<file path="src/rtl/aes_result_drain.sv">
// Captures full-width vector stores to the result mailbox, buffers them in a small FIFO
// and streams each block out as VLEN/OUT_W beats over valid/ready.
module aes_result_drain #(
  parameter int          VLEN      = 128,
  parameter int          OUT_W     = 32,
  parameter int          DEPTH     = 4,
  parameter logic [31:0] MBOX_ADDR = 32'h0000_0100
) (
  input  logic             clk,
  input  logic             clrn,
  input  logic [31:0]      alu_out,
  input  logic [VLEN-1:0]  b,
  input  logic [3:0]       wmem,
  input  logic             vector,
  output logic             m_valid,
  output logic [OUT_W-1:0] m_data,
  output logic             m_last,
  input  logic             m_ready,
  output logic             full,
  output logic             busy,
  output logic [7:0]       drop_cnt
);

  localparam int NB = VLEN / OUT_W;
  localparam int AW = (DEPTH > 1) ? $clog2(DEPTH) : 1;
  localparam int BW = (NB > 1) ? $clog2(NB) : 1;

  localparam logic [0:0] S_IDLE = 1'b0;
  localparam logic [0:0] S_SEND = 1'b1;

  logic [AW:0]       wr_ptr_q, wr_ptr_d, rd_ptr_q, rd_ptr_d;
  logic [VLEN-1:0]   mem_q [DEPTH];
  logic [0:0]        state_q, state_d;
  logic [BW-1:0]     beat_q, beat_d;
  logic [VLEN-1:0]   shreg_q, shreg_d;
  logic [7:0]        drop_q, drop_d;

  logic empty, cap, hs, last, pop, push, drop;
  logic [NB-1:0][OUT_W-1:0] beats;

  assign empty = (wr_ptr_q == rd_ptr_q);
  assign full  = (wr_ptr_q[AW] != rd_ptr_q[AW]) && (wr_ptr_q[AW-1:0] == rd_ptr_q[AW-1:0]);
  assign cap   = vector && (wmem == 4'hF) && (alu_out == MBOX_ADDR);

  assign m_valid = (state_q == S_SEND);
  assign beats   = shreg_q;
  assign m_data  = m_valid ? beats[beat_q] : '0;
  assign last    = (beat_q == BW'(NB - 1));
  assign m_last  = m_valid && last;
  assign hs      = m_valid && m_ready;

  // Pop only from the registered pointers, so a fresh push is seen one edge later.
  assign pop  = !empty && ((state_q == S_IDLE) || (hs && last));
  assign push = cap && (!full || pop);
  assign drop = cap && !push;

  assign busy     = (state_q == S_SEND) || !empty;
  assign drop_cnt = drop_q;

  always_comb begin
    state_d  = state_q;
    beat_d   = beat_q;
    shreg_d  = shreg_q;
    wr_ptr_d = wr_ptr_q;
    rd_ptr_d = rd_ptr_q;
    drop_d   = drop_q;
    if (pop) begin
      shreg_d  = mem_q[rd_ptr_q[AW-1:0]];
      beat_d   = '0;
      state_d  = S_SEND;
      rd_ptr_d = rd_ptr_q + 1'b1;
    end else if (hs) begin
      if (last) begin
        state_d = S_IDLE;
        beat_d  = '0;
      end else begin
        beat_d = beat_q + 1'b1;
      end
    end
    if (push)                     wr_ptr_d = wr_ptr_q + 1'b1;
    if (drop && drop_q != 8'hFF)  drop_d   = drop_q + 8'd1;
  end

  always_ff @(posedge clk or negedge clrn) begin
    if (!clrn) begin
      state_q  <= S_IDLE;
      beat_q   <= '0;
      shreg_q  <= '0;
      wr_ptr_q <= '0;
      rd_ptr_q <= '0;
      drop_q   <= '0;
    end else begin
      state_q  <= state_d;
      beat_q   <= beat_d;
      shreg_q  <= shreg_d;
      wr_ptr_q <= wr_ptr_d;
      rd_ptr_q <= rd_ptr_d;
      drop_q   <= drop_d;
    end
  end

  // Storage needs no reset: pointers define which entries are live.
  always_ff @(posedge clk) begin
    if (push) mem_q[wr_ptr_q[AW-1:0]] <= b;
  end

endmodule

</file>
<file path="config.mk">
export PLATFORM = sky130hd
export DESIGN_NAME = aes_result_drain
export DESIGN_NICKNAME = d
export VERILOG_FILES = /design/src/rtl/aes_result_drain.sv
export SDC_FILE = /design/constraint.sdc
export NUM_CORES = 1
export LEC_CHECK = 0
export BUFFER_PORTS_ARGS = -buffer_cell sky130_fd_sc_hd__buf_2
export CAP_MARGIN = 20
export CELL_PAD_IN_SITES_DETAIL_PLACEMENT = 1
export CELL_PAD_IN_SITES_GLOBAL_PLACEMENT = 2
export CORE_MARGIN = 2
export CORE_UTILIZATION = 45
export DETAILED_ROUTE_END_ITERATION = 16
export HOLD_SLACK_MARGIN = 0.05
export PLACE_DENSITY = 0.75
export RECOVER_POWER = 50
export REMOVE_ABC_BUFFERS = 1
export SETUP_SLACK_MARGIN = 0.5
export SYNTH_ARGS = -nofsm -noshare
export SYNTH_HDL_FRONTEND = slang
export SYNTH_SLANG_ARGS = --single-unit
</file>
<file path="constraint.sdc">
create_clock -name clk -period 5.6 [get_ports clk]
set_input_delay 0.56 -clock clk [delete_from_list [all_inputs] [get_ports clk]]
set_output_delay 0.56 -clock clk [all_outputs]
set_load 0.02 [all_outputs]
</file>
### Word level (Yosys, flattened, before mapping)

Memories as Yosys holds them, arrays and structs flattened. A register that Yosys moved wholly into a read port is not among the register bits.
Cells that the tools add are included.

| operators by class | value |
|---|---|
| add/sub/neg operators | 4 |
| bitwise operators | 1 |
| muxes and demuxes | 11 |
| reduce and logical (&&, ||, !) cells | 20 |
| magnitude comparators | 1 |
| equal/unequal tests | 7 |

Operators by type and width:

| operator | count |
|---|---|
| 32-bit binary-select mux with 2-bit select | 1 |
| 32-bit two-way mux | 2 |
| 32-bit by 9-bit == test with 1-bit output (second input constant) | 1 |
| 1-bit logical AND | 10 |
| 8-bit by 1-bit adder with 8-bit output (second input constant) | 1 |
| 8-bit inequality test (second input constant) | 1 |
| 3-bit by 1-bit adder with 3-bit output (second input constant) | 2 |
| 2-bit two-way mux | 3 |
| 1-bit two-way mux | 5 |
| 4-bit == test (second input constant) | 1 |
| 1-bit zero test | 4 |
| 2-bit nonzero test | 2 |
| 3-bit == test | 1 |
| 1-bit logical OR | 3 |
| 2-bit by 3-bit less-than comparator with 1-bit output (second input constant) | 1 |
| 2-bit by 1-bit adder with 2-bit output (second input constant) | 1 |
| 2-bit == test | 1 |
| 2-bit == test (second input constant) | 1 |
| 2-bit AND reduction | 1 |
| 1-bit inequality test | 1 |
| 1-bit inverter | 1 |

| storage, ports and cells | value |
|---|---|
| memory bits (writable) | 512 |
| memories kept | 1 |
| output and inout port bits | 44 |
| word-level logic and storage cells | 50 |
| register bits | 17 |
| input bits | 168 |

Memory list:

| memory | depth | width | rd ports | clocked after Yosys merged registers in | write ports | RTL line | source |
|---|---|---|---|---|---|---|---|
| mem_q | 4 | 128 | 1 | 1 | 1 | 32 | `logic [VLEN-1:0] mem_q [DEPTH];` |

### Logic depth before layout (Yosys ltp)

Gate-level depths: netlist of the first run.

| logic depth | value |
|---|---|
| depth in word-level cells | 9 |
| mapped depth | 7 |
| depth with buffers taken out | 6 |

### Least setup slack after synthesis of the first run

No wires, ideal clock.

| path | value |
|---|---|
| kind | input to register |
| from | input alu_out[6] |
| to | memory mem_q[1][0] (enable) |
| arrival | 4,640 ps |
| cell stages on the path | 4 |
| setup time | 502 ps |
| required time | 5,098 ps |
| buffers on the path | 0 |
| path slack | 458 ps |
| path through | or4b_1 nor3_2 nor4b_2 and2_1 |

| between the ends | value |
|---|---|
| longest elaborated chain between the ends | 5 |

RTL lines:

| item | RTL line | source |
|---|---|---|
| start, declared | 11 | `input logic [31:0] alu_out,` |
| 32-bit by 9-bit == test with 1-bit output | 43 | `assign cap = vector && (wmem == 4'hF) && (alu_out == MBOX_ADDR);` |
| 1-bit logical AND | 43 |  |
| 1-bit logical AND | 54 | `assign push = cap && (!full \|\| pop);` |
| 1-bit two-way mux | 104 | `if (push) mem_q[wr_ptr_q[AW-1:0]] <= b;` |
| 1-bit two-way mux (not written as such) | 104 |  |
| end, declared | 32 |  |

No other way between the ends.

### Worst setup path in the final report of the first run

| path | value |
|---|---|
| from | register state_q (netlist: m_valid) |
| to | register shreg_q[17] (netlist: beats[17]) (read register of mem_q) |

| between the ends | value |
|---|---|
| longest elaborated chain between the ends | 4 |
| elaborated cells on any way between the ends | 5 |
| classes of those cells | bitwise (1); reduce/logical (4) |

RTL lines:

| item | RTL line | source |
|---|---|---|
| start, declared | 33 | `logic [0:0] state_q, state_d;` |
| start signal, assigned | 93 | `state_q <= state_d;` |
| 1-bit logical AND | 50 | `assign hs = m_valid && m_ready;` |
| 1-bit logical AND | 53 | `assign pop = !empty && ((state_q == S_IDLE) \|\| (hs && last));` |
| 1-bit logical OR (*) | 53 |  |
| 1-bit logical AND (*) | 53 |  |
| end, declared | 35 | `logic [VLEN-1:0] shreg_q, shreg_d;` |

Every way passes the cells marked *; elsewhere a longest branch is shown, timed or not.
A chain may end at the register's enable or synchronous reset.

==> metrics.txt, run 1 <==
Synth-to-Final Area Change=16.2%; latest clock arrival within the worst-skew pair=0.59 ns; Power Density=492 mW/mm^2; Starting Density=45.5%; first-pass GRT wire length=82.1 mm; power share of the combinational group=25.6%; # resized after CTS=0; measured slew at the worst slew-check pin=3.40 ns; hold buffers post-CTS=1; CP Capture Type=flip-flop; GP Congestion=0.692; Max clock buf depth=3; placed cell area=0.0271 mm^2; distinct cell type count after synthesis=39; Via density=5.45; failing checks=capacitance limit, slew limit; multi-input logic area=0.00584 mm^2; CTS tree=built; Synth area leader=edfxtp_1; core box area=0.0552 mm^2; Syn. warnings=0; sequential power share=42.9%; share of the synthesized area in the top cell type=61.2%; std cell rows=86; Mapped Cells=1,112; Clock Pin Slew Worst Setup and Hold Paths=0.06 ns; Max-slew headroom=-126%; Port Buf Inserts=211; Critical Path Source Type=flip-flop; Setup Buffers After CTS=0; DR vias=11,791; nets@finish=1,536; TritonCTS buffer count=70; 1st-iter DRT viols=740; antenna violations before repair=4; # clock sinks=657; GRT overflow=0; dpl hpwl=30.7 mm; status=finished, violations left; DRC errors left=0; dpl ws=1.91 ns; Synth Register Bits=657; critical-path maximum fanout=64; type of the worst setup path=reg2reg; Data arrival, critical path=4.87 ns; # setup viols final=0; final worst-path cycle share=78.6%; fin cells=2,163; Sequential Area=0.0190 mm^2; P_leak=9.90 nW; Area contributors post-synth=edfxtp_1 61%, dfrtp_1 14%, mux4_2 14%, mux2_1 4.2%, mux2_2 1.7%; wire per inst=25.0 um; Finished Cell Area=0.0292 mm^2; Final min period=4.40 ns; Die Wd=240 um; Max-Cap Viols=2; I/O pin count=212; Switch Pwr=3.97 mW; Max Fclk=227 MHz; crit path buf inv count=2; largest net degree at the start of global routing=102; share of layout cells above drive strength 1=29.0%; number of global-route vias before repair=13,249; cells along the critical path=clkbuf_1 -> a21oi_4 -> buf_12 -> mux2_1; GR Util All Layers=19.5%; H-tree Lvls=3; drt first pass iters=5; Syn Area/Cell=22.6 um^2; register area share after synthesis=75.6%; worst vdd ir=0.425 mV; clk_skew=0.0117 ns; internal power=10.4 mW; Post-DRT Antenna Nets=0; Root Driver=clkbuf_16; Req. time, crit path=6.06 ns; RSZ-0062 raised after global routing=no; Setup WS post-layout=1.20 ns; Hold Vio Cnt, Final=0; filler cell count=4,871; Sw Share=27.6%; Post-Syn Area=0.0251 mm^2; placed cells=2,036; die height=240 um; slowest CP cell=clkbuf_1; clock power share=31.5%; Die ar.=0.0578 mm^2; Hold/Removal Path Class=in2reg; Routed WL=54.0 mm; Final Max Tran Viols=97; Crit path largest cell delay=2.14 ns; CP delay by family, top=buffers and inverters
## area by class of cell
type,count,area share [%]
Tap cell,748,3.20
Antenna cell,2,0.0171
Multi-Input combinational cell,396,20.0
Timing Repair Buffer,233,3.89
Sequential cell,657,65.1
Clock buffer,99,6.93
Inverter,3,0.0386
Clock inverter,25,0.810
## path summary, 6_finish.rpt
kind                       startpoint            to  slack [ns]  depth (start not counted)
setup / recovery              m_valid     beats[17]        1.20                          4
hold / removal                  b[78]  mem_q[2][78]        0.23                          1
setup reg to reg              m_valid     beats[17]        1.20                          4
hold reg to reg            beats[118]    beats[118]        0.48                          1
max in group asynchronous        clrn   rd_ptr_q[0]        1.67                          3
min in group asynchronous        clrn     beats[40]        1.66                          2
## metal layers
| layer | track usage (%) | wire length (um) | vias to the layer above |
|---|---|---|---|
| li1 | - | - | 5059 |
| met3 | 3.55 | 2660 | 66 |
| met1 | 25.7 | 22900 | 6368 |
| met2 | 33.4 | 27500 | 294 |
| met4 | 5.42 | 948 | 4 |
| met5 | 0 | 27 | - |
## state kept, by name, summed over array words and instances (netlist names)
register / cells
beat_q: 2
beats: 128
drop_cnt: 8
m_valid: 1
mem_q: 512
rd_ptr_q: 3
wr_ptr_q: 3
## kinds of logic after synthesis
logic type               count (synthesis)  synth area share [%]
adder cells (fa/ha/maj)                  7                 0.349
AND/OR/NAND/NOR                         77                  1.98
XOR/XNOR                                12                 0.448
AO/OA/AOI/OAI                            7                 0.189
flip-flops                             657                  75.6
multiplexers                           293                  20.3
buffers and inverters                   59                  1.12
## power groups by stage
stage / combinational [mW] / clock, mW / sequential [mW]
2_1_floorplan: 2.73 / 0 / 6.42
3_3_place_gp: 3.70 / 0 / 6.23
3_5_place_dp: 3.78 / 0 / 6.26
4_1_cts: 3.80 / 4.65 / 6.17
5_1_grt: 3.99 / 4.83 / 6.25
6_report: 3.68 / 4.53 / 6.16
## Yosys cell counts
| master | n |
|---|---|
| nand2_1 | 9 |
| nand2b_1 | 3 |
| mux2_2 | 39 |
| nand3_1 | 2 |
| nor4_1 | 5 |
| xor2_1 | 3 |
| nor3_2 | 1 |
| xor2_2 | 1 |
| nor3b_2 | 1 |
| inv_1 | 3 |
| ha_1 | 7 |
| edfxtp_1 | 512 |
| a21oi_2 | 1 |
| buf_4 | 9 |
| nor4_2 | 1 |
| or4b_1 | 1 |
| nand4b_1 | 1 |
| and2_1 | 37 |
| and4bb_1 | 1 |
| a21oi_1 | 1 |
| nand4_1 | 6 |
| nor3_1 | 2 |
| and4_1 | 1 |
| nor4b_2 | 1 |
| mux4_2 | 160 |
| a21bo_1 | 1 |
| buf_2 | 21 |
| mux2_1 | 94 |
| clkbuf_1 | 25 |
| dfrtp_1 | 145 |
| o21ai_0 | 2 |
| xnor2_1 | 8 |
| nor2_1 | 1 |
| o211ai_1 | 1 |
| nor4b_1 | 1 |
| and3_1 | 2 |
| a31oi_1 | 1 |
| and2_4 | 1 |
| buf_1 | 1 |
## layout by cell type (no fill, tap or decap), types with 3 or more instances in the layout
cell | Yosys | routed
buf_4 | 9 | 13
mux4_2 | 160 | 160
buf_2 | 21 | 74
nand2_1 | 9 | 9
nand4_1 | 6 | 6
mux2_2 | 39 | 39
nor4_1 | 5 | 6
and2_4 | 1 | 4
clkbuf_16 | 0 | 73
dfrtp_4 | 0 | 3
nand2b_1 | 3 | 3
clkinv_1 | 0 | 3
xor2_1 | 3 | 3
clkbuf_8 | 0 | 10
dfrtp_1 | 145 | 140
clkinv_2 | 0 | 14
mux2_1 | 94 | 94
edfxtp_1 | 512 | 512
bufinv_16 | 0 | 4
buf_12 | 0 | 7
xnor2_1 | 8 | 8
ha_1 | 7 | 7
and2_1 | 37 | 33
clkbuf_1 | 25 | 154
inv_1 | 3 | 3
## stage by stage
stage / power, mW / hold WS (ns) / utilization (%) / TNS [ns]
finish: 14.4 / 0.227 / 52.9 / 0
detailed placement: 10.0 / 0.471 / 49.2 / 0
global placement: 9.94 / 0.462 / 49.2 / 0
floorplan: 9.15 / 0.264 / - / -2088.82
CTS: 14.6 / 0.148 / 53.3 / 0
global route: 15.1 / 0.233 / 52.9 / 0
No activity file was read; power rests on OpenSTA's default activity.
==> inputs of run 2 (changes only) <==
- ABC_AREA: not set -> 1
- CORE_UTILIZATION: 45 -> 37
- clock period: 5.6 -> 3.7 ns (I/O delays scaled with it)
==> run 2 against run 1 <==
  * The run still ends with capacitance limit, slew limit left
  * Highest routed layer unchanged
  * Largest cell class unchanged
  * Utilization shrank 7.3 points
  * Critical endpoint is now beats[61]
  * Die area up 26%
  * Routed wire length rose by 41%
==> metrics.txt, run 2 <==
measured slew at the worst slew-check pin=2.00 ns (-1.40 ns); Synth Area in Simple Gates=13.8% (+12 points); Die Wd=270 um (+12%); wire per inst=21.5 um (-14%); Routed WL=76.1 mm (+41%); latest clock arrival within the worst-skew pair=0.61 ns (+0.02 ns); register area share after synthesis=72.5% (-3.1 points); placed cells=3,275 (+61%); Max clock buf depth=3 (unchanged); DRC errors left=0 (unchanged); Setup Buffers After CTS=0 (unchanged); largest net degree at the start of global routing=155 (+52%); # setup viols final=0 (unchanged); core box area=0.0700 mm^2 (+27%); Total Power=24.8 mW (+73%); CTS tree=built; Post-Syn Area=0.0262 mm^2 (+4.3%); Req. time, crit path=4.23 ns (-1.83 ns); dpl hpwl=41.6 mm (+36%); Die ar.=0.0730 mm^2 (+26%); GR Util All Layers=20.8% (+1.3 points); H-tree Lvls=3 (unchanged); # clock sinks=657 (unchanged); distinct cell type count after synthesis=28 (-28%); cells along the critical path=xnor2_1 -> nand3_4 -> clkbuf_4 -> nand3_1 -> nand2_1; Post-DRT Antenna Nets=0 (unchanged); Synth Register Bits=657 (unchanged); Syn. warnings=0 (unchanged); P_leak=11.7 nW (+18%); Starting Density=37.4% (-8.1 points); Main synth FF type=edfxtp_1; GP Congestion=0.778 (+12%); post-synthesis mux area share=0% (-20 points); share of the synthesized area in the top cell type=58.7% (-2.5 points); Synth Area in Compound Gates=9.87% (+9.7 points); Root Driver=clkbuf_16; I/O pin count=212 (unchanged); drt first pass iters=5 (unchanged); fin cells=3,545 (+64%); status=finished, violations left; nets@finish=2,716 (+77%); std cell rows=97 (+13%); Syn Area/Cell=11.7 um^2 (-48%); first-pass GRT wire length=118 mm (+43%); most common cell after layout, fill and taps aside=edfxtp_1; Synth area leader=edfxtp_1; die height=270 um (+12%); Synth-to-Final Area Change=21.9%; critical-path maximum fanout=129 (+100%); Final Util=45.6% (-7.3 points); largest family of logic cells by synthesized area=simple AND/OR/NAND/NOR gates; Hold Vio Cnt, Final=0 (unchanged); Via density=5.27 (-3.4%); share of layout cells above drive strength 1=9.23% (-20 points); Final min period=3.06 ns (-1.34 ns); TritonCTS buffer count=75 (+7.1%); post-synthesis xor/xnor area fraction=0.263% (-0.19 points); most frequent cell after synthesis=edfxtp_1; number of synthesized flops with an enable pin=512 (unchanged); Crit path largest cell delay=1.47 ns (-0.67 ns); Area contributors post-synth=edfxtp_1 59%, dfrtp_1 14%, nor2_1 6.2%, o21ai_0 6.0%, nand2_1 4.4%; failing checks=capacitance limit, slew limit; Max Fclk=327 MHz (+44%); Data arrival, critical path=3.59 ns (-1.28 ns); Mapped Cells=2,240 (+100%); Final Max Tran Viols=155 (+60%); commonest non-fill, non-tap cells in the layout=512 x edfxtp_1, 428 x nor2_1, 313 x o21ai_0; DR vias=18,673 (+58%); worst vdd ir=0.691 mV (+63%); Hold/Removal Path Class=in2reg; RSZ-0062 raised after global routing=no; Critical Path Source Type=flip-flop; max reg flops=512 (unchanged); CP Capture Type=flip-flop; type of the worst setup path=reg2reg; Synth top cells by count=512 x edfxtp_1, 432 x nor2_1, 313 x o21ai_0, 309 x nand2_1; number of global-route vias before repair=19,886 (+50%); slowest CP cell=clkbuf_4; Max-Cap Viols=2 (unchanged); antenna violations before repair=5 (+1); filler cell count=7,458 (+53%); Async SR Flop Fraction=22.1% (unchanged); Clock Pin Slew Worst Setup and Hold Paths=0.06 ns (about the same); clk_skew=0.0186 ns (+0.00690 ns); Power Density=778 mW/mm^2 (+58%); 1st-iter DRT viols=1,193 (+61%); Port Buf Inserts=211 (unchanged); worst-case hold slack=0.164 ns (-0.0629 ns); Synth Area in Adders=0.334% (-0.014 points); Max-slew headroom=-33.2% (+93 points); final worst-path cycle share=82.6% (+4.0 points); GRT overflow=0 (unchanged)
[run 2: cell count changes in the layout (fill, tap and decap cells not counted), moves of 19 or more]
cell / change
nand2_1: +300
nor2_1: +427
mux2_1: -94
mux2_2: -39
inv_1: +19
dlygate4sd3_1: +128
a21oi_1: +33
mux4_2: -160
o21ai_0: +311
o22ai_1: +128
nand3_1: +143
and2_1: -33
[run 2: worst paths after layout]
check / startpoint / endpoint / slack (ns) / cells past startpoint
setup / recovery: rd_ptr_q[0] / beats[61] / 0.64 / 5
hold / removal: m_ready / beat_q[0] / 0.16 / 4
setup reg to reg: rd_ptr_q[0] / beats[61] / 0.64 / 5
hold reg to reg: beats[100] / beats[100] / 0.48 / 2
max in group asynchronous: clrn / beats[38] / 0.79 / 3
min in group asynchronous: clrn / beats[65] / 0.76 / 2
[run 2: cell type report]
class,instances,area (um^2),share of cell area [%]
antenna,4,10.0,0.0313
clock buffer,103,2150,6.72
clock inverter,34,374,1.17
inverter,29,128,0.400
multi-input combinational,1402,6410,20.1
sequential,657,19000,59.5
tap,940,1180,3.68
timing repair buffer,376,2680,8.38
[run 2: power breakdown]
part           switching, mW  leakage, nW  total [mW]  internal (mW)
clock                   2.94         1.24        7.55           4.61
sequential             0.523         6.41        9.23           8.71
combinational           5.67         4.01        8.06           2.39
[run 2: worst max-delay path: cells and delay by family, from the launching register on]
family        cells  cell delay [ns]
buf+inv           1             1.47
simple gates      3             0.64
flops             1             0.56
xor+xnor          1             0.23
[run 2: metrics by stage]
stage / cell area (um^2) / TNS [ns] / setup slack [ns]
2_1_floorplan: 25500 / -4120.86 / -6.96
3_3_place_gp: 28300 / 0 / 0.903
3_5_place_dp: 28300 / 0 / 0.811
4_1_cts: 32100 / 0 / 0.532
5_1_grt: 31900 / 0 / 0.332
6_report: 31900 / 0 / 0.642
[run 2: kinds of logic after synthesis]
kind of cell / count (synthesis)
simple gates: 904
flops: 657
compound gates: 484
buf+inv: 181
xor+xnor: 7
fa+ha+maj: 7
[run 2: what timing repair did]
item	4_1_cts	5_1_grt
gates resized for setup	4	3
endpoints found under the hold margin	534	0
hold buffers	129	0
endpoints found under the setup margin	32	4
[run 2: routing by layer]
layer / up-vias / part of all wire [%] / global-route usage (%)
li1: 8551 / - / -
met2: 412 / 49 / 35.6
met5: - / 0.017 / 0
met1: 9605 / 44 / 27.5
met4: 2 / 2.1 / 6.39
met3: 103 / 4.5 / 2.96
==> inputs of run 3 (changes only) <==
- clock period: 3.7 -> 2.8 ns (I/O delays scaled with it)
==> run 3 against run 2 <==
  * The flow still finishes with violations (capacitance limit, slew limit)
  * Sequential share of layout area down 2.3 points
  * Design area rose by 4.0%
  * Sequential power increased by 32%
  * Critical path type unchanged
  * Largest cell class unchanged
  * Largest power group is now combinational cells
  * Highest routed layer unchanged
==> metrics.txt, run 3 (synthesized netlist as in run 2, its figures left out) <==
status=finished, violations left; failing checks=capacitance limit, slew limit; placed cells=3,276 (+0.031%); Max-slew headroom=-8.60% (+25 points); most common cell after layout, fill and taps aside=edfxtp_1; Finished Cell Area=0.0332 mm^2 (+4.0%); I/O pin count=212 (unchanged); CP Capture Type=flip-flop; Post-DRT Antenna Nets=0 (unchanged); Final min period=2.57 ns (-0.483 ns); DR vias=18,905 (+1.2%); r2r endpoint=mem_q[0][80]; 1st-iter DRT viols=1,246 (+4.4%); Worst Reg2Reg Path Length in Cells=8 (+3); Root Driver=clkbuf_16; Hold Vio Cnt, Final=0 (unchanged); final worst-path cycle share=91.9% (+9.3 points); first-pass GRT wire length=120 mm (+2.4%); slowest CP cell=dfrtp_1; drt first pass iters=5 (unchanged); share of layout cells above drive strength 1=13.0% (+3.8 points); crit path buf inv count=3 (+2); CTS tree=built; Crit path largest cell delay=0.54 ns (-0.93 ns); reg-to-reg startpoint=beat_q[0]; fin cells=3,592 (+1.3%); GR Util All Layers=21.5% (+0.66 points); CP delay by family, top=buffers and inverters; Switch Pwr=13.3 mW (+45%); clock power share=26.6% (-3.8 points); power share of the combinational group=38.5% (+6.1 points); Max-Cap Viols=1 (-1); register-to-register setup slack=0.23 ns (-0.42 ns); clk_skew=0.0249 ns (+0.00626 ns); cells along the critical path=clkbuf_1 -> clkbuf_4 -> ha_2 -> a21oi_1 -> nand2_4 -> nand2_8 -> nor2_4 -> buf_16; GP Congestion=0.786 (+1.1%); Data arrival, critical path=2.82 ns (-0.77 ns); number of global-route vias before repair=20,241 (+1.8%); Max Fclk=388 MHz (+19%); Final Util=47.4% (+1.8 points); Synth-to-Final Area Change=26.7%; measured slew at the worst slew-check pin=1.63 ns (-0.368 ns); wire per inst=22.9 um (+6.4%); DRC errors left=0 (unchanged); Hold/Removal Path Class=in2reg; # setup viols final=0 (unchanged); Max clock buf depth=3 (unchanged); Die ar.=0.0730 mm^2 (unchanged); sequential power share=34.9% (-2.3 points); die height=270 um (unchanged); worst vdd ir=0.799 mV (+16%); std cell rows=97 (unchanged); Via density=5.26 (about the same); Port Buf Inserts=211 (unchanged); latest clock arrival within the worst-skew pair=0.63 ns (+0.02 ns); Clock Pin Slew Worst Setup and Hold Paths=0.06 ns (about the same); nets@finish=2,762 (+1.7%); critical-path maximum fanout=68 (-47%); largest net degree at the start of global routing=258 (+66%); internal power=21.7 mW (+38%); Starting Density=37.4% (unchanged); TNS Setup=0 ns (unchanged); RSZ-0062 raised after global routing=yes; GRT overflow=0 (unchanged); Die Wd=270 um (unchanged); antenna violations before repair=8 (+3); type of the worst setup path=reg2reg; Final Max Tran Viols=54 (-65%); Power Density=1050 mW/mm^2 (+35%); Req. time, crit path=3.04 ns (-1.19 ns); Critical Path Sink=mem_q[0][80]; dpl hpwl=41.2 mm (-0.97%); max reg flops=512 (unchanged); commonest non-fill, non-tap cells in the layout=512 x edfxtp_1, 396 x nor2_1, 307 x nand2_1; TritonCTS buffer count=73 (-2.7%); filler cell count=7,404 (-0.72%); # clock sinks=657 (unchanged); Sw Share=38.0% (+1.2 points); Critical Path Source Type=flip-flop; Routed WL=82.1 mm (+7.8%); placed cell area=0.0283 mm^2 (-0.11%); WP depth=8 (+3); core box area=0.0700 mm^2 (unchanged); crit path from=beat_q[0]; P_leak=12.1 nW (+4.0%); H-tree Lvls=3 (unchanged)
-- run 3: changes by cell type in the layout (fill, tap and decap cells not counted), moves of 5 or more --
cell	previous run	this run
o21ai_0	313	261
o21ai_1	8	53
nor2_2	2	23
clkbuf_8	10	5
buf_6	0	20
a21oi_2	0	23
buf_2	72	41
o21ai_2	0	6
clkinv_1	8	16
buf_4	15	38
buf_16	0	22
a21oi_1	34	11
nor2_1	428	396
nor2_4	4	15
-- run 3: power by group through the flow --
stage	Sequential, mW	Combinational, mW	Clock, mW
6_report	12.2	13.5	9.31
3_3_place_gp	12.2	10.5	0
5_1_grt	12.3	14.7	9.87
3_5_place_dp	12.3	10.8	0
2_1_floorplan	12.5	5.80	0
4_1_cts	12.1	12.6	9.49
-- run 3: area by class of cell --
| class | instances | area [um^2] | area share, % |
|---|---|---|---|
| Antenna cell | 5 | 12.5 | 0.0377 |
| Clock buffer | 95 | 1960 | 5.90 |
| Clock inverter | 40 | 353 | 1.06 |
| Inverter | 29 | 166 | 0.501 |
| Multi-Input combinational cell | 1404 | 6740 | 20.3 |
| Sequential cell | 657 | 19000 | 57.3 |
| Tap cell | 940 | 1180 | 3.54 |
| Timing Repair Buffer | 422 | 3780 | 11.4 |
-- run 3: worst min path at each step --
stage	startpoint	endpoint	slack (ns)	depth (start not counted)
final	m_ready	beat_q[0]	0.07	4
after global routing	m_ready	beat_q[1]	0.11	4
after CTS	m_ready	beat_q[1]	0.07	4
after detailed placement	clrn	beats[65]	0.24	1
after global placement	clrn	beats[65]	0.24	1
after floorplan	clrn	beat_q[0]	-0.02	0
-- run 3: layer usage --
metal / track usage (%) / up-vias / wire (um)
met5: 0 / - / 33
met4: 6.42 / 6 / 1610
met3: 2.85 / 112 / 3520
met2: 37.1 / 396 / 40800
met1: 28.3 / 9727 / 36100
li1: - / 8664 / -
-- run 3: worst register-to-register path: cells and delay by family (launching register included) --
family	cells	cell delay, ns
adders and majority gates	1	0.20
AOI/OAI and AO/OA	1	0.19
buffers and inverters	3	0.71
and+or+nand+nor	3	0.45
DFF	1	0.54
-- run 3: what timing repair did --
item / CTS / global route
hold buffers: 129 / 0
gates resized for setup: 139 / 107
pin swaps: 36 / 48
buffers inserted: 16 / 8
endpoints found under the setup margin: 659 / 523
endpoints found under the hold margin: 574 / 0
gates cloned: 14 / 9
-- run 3: through the flow --
step                hold WS [ns]  power (mW)  worst slack (ns)
floorplan                -0.0156        18.3             -7.86
global placement           0.239        22.7            0.0965
detailed placement         0.243        23.1            0.0705
CTS                       0.0692        34.2             0.339
global route               0.112        36.9             0.167
finish                    0.0658        35.0             0.226
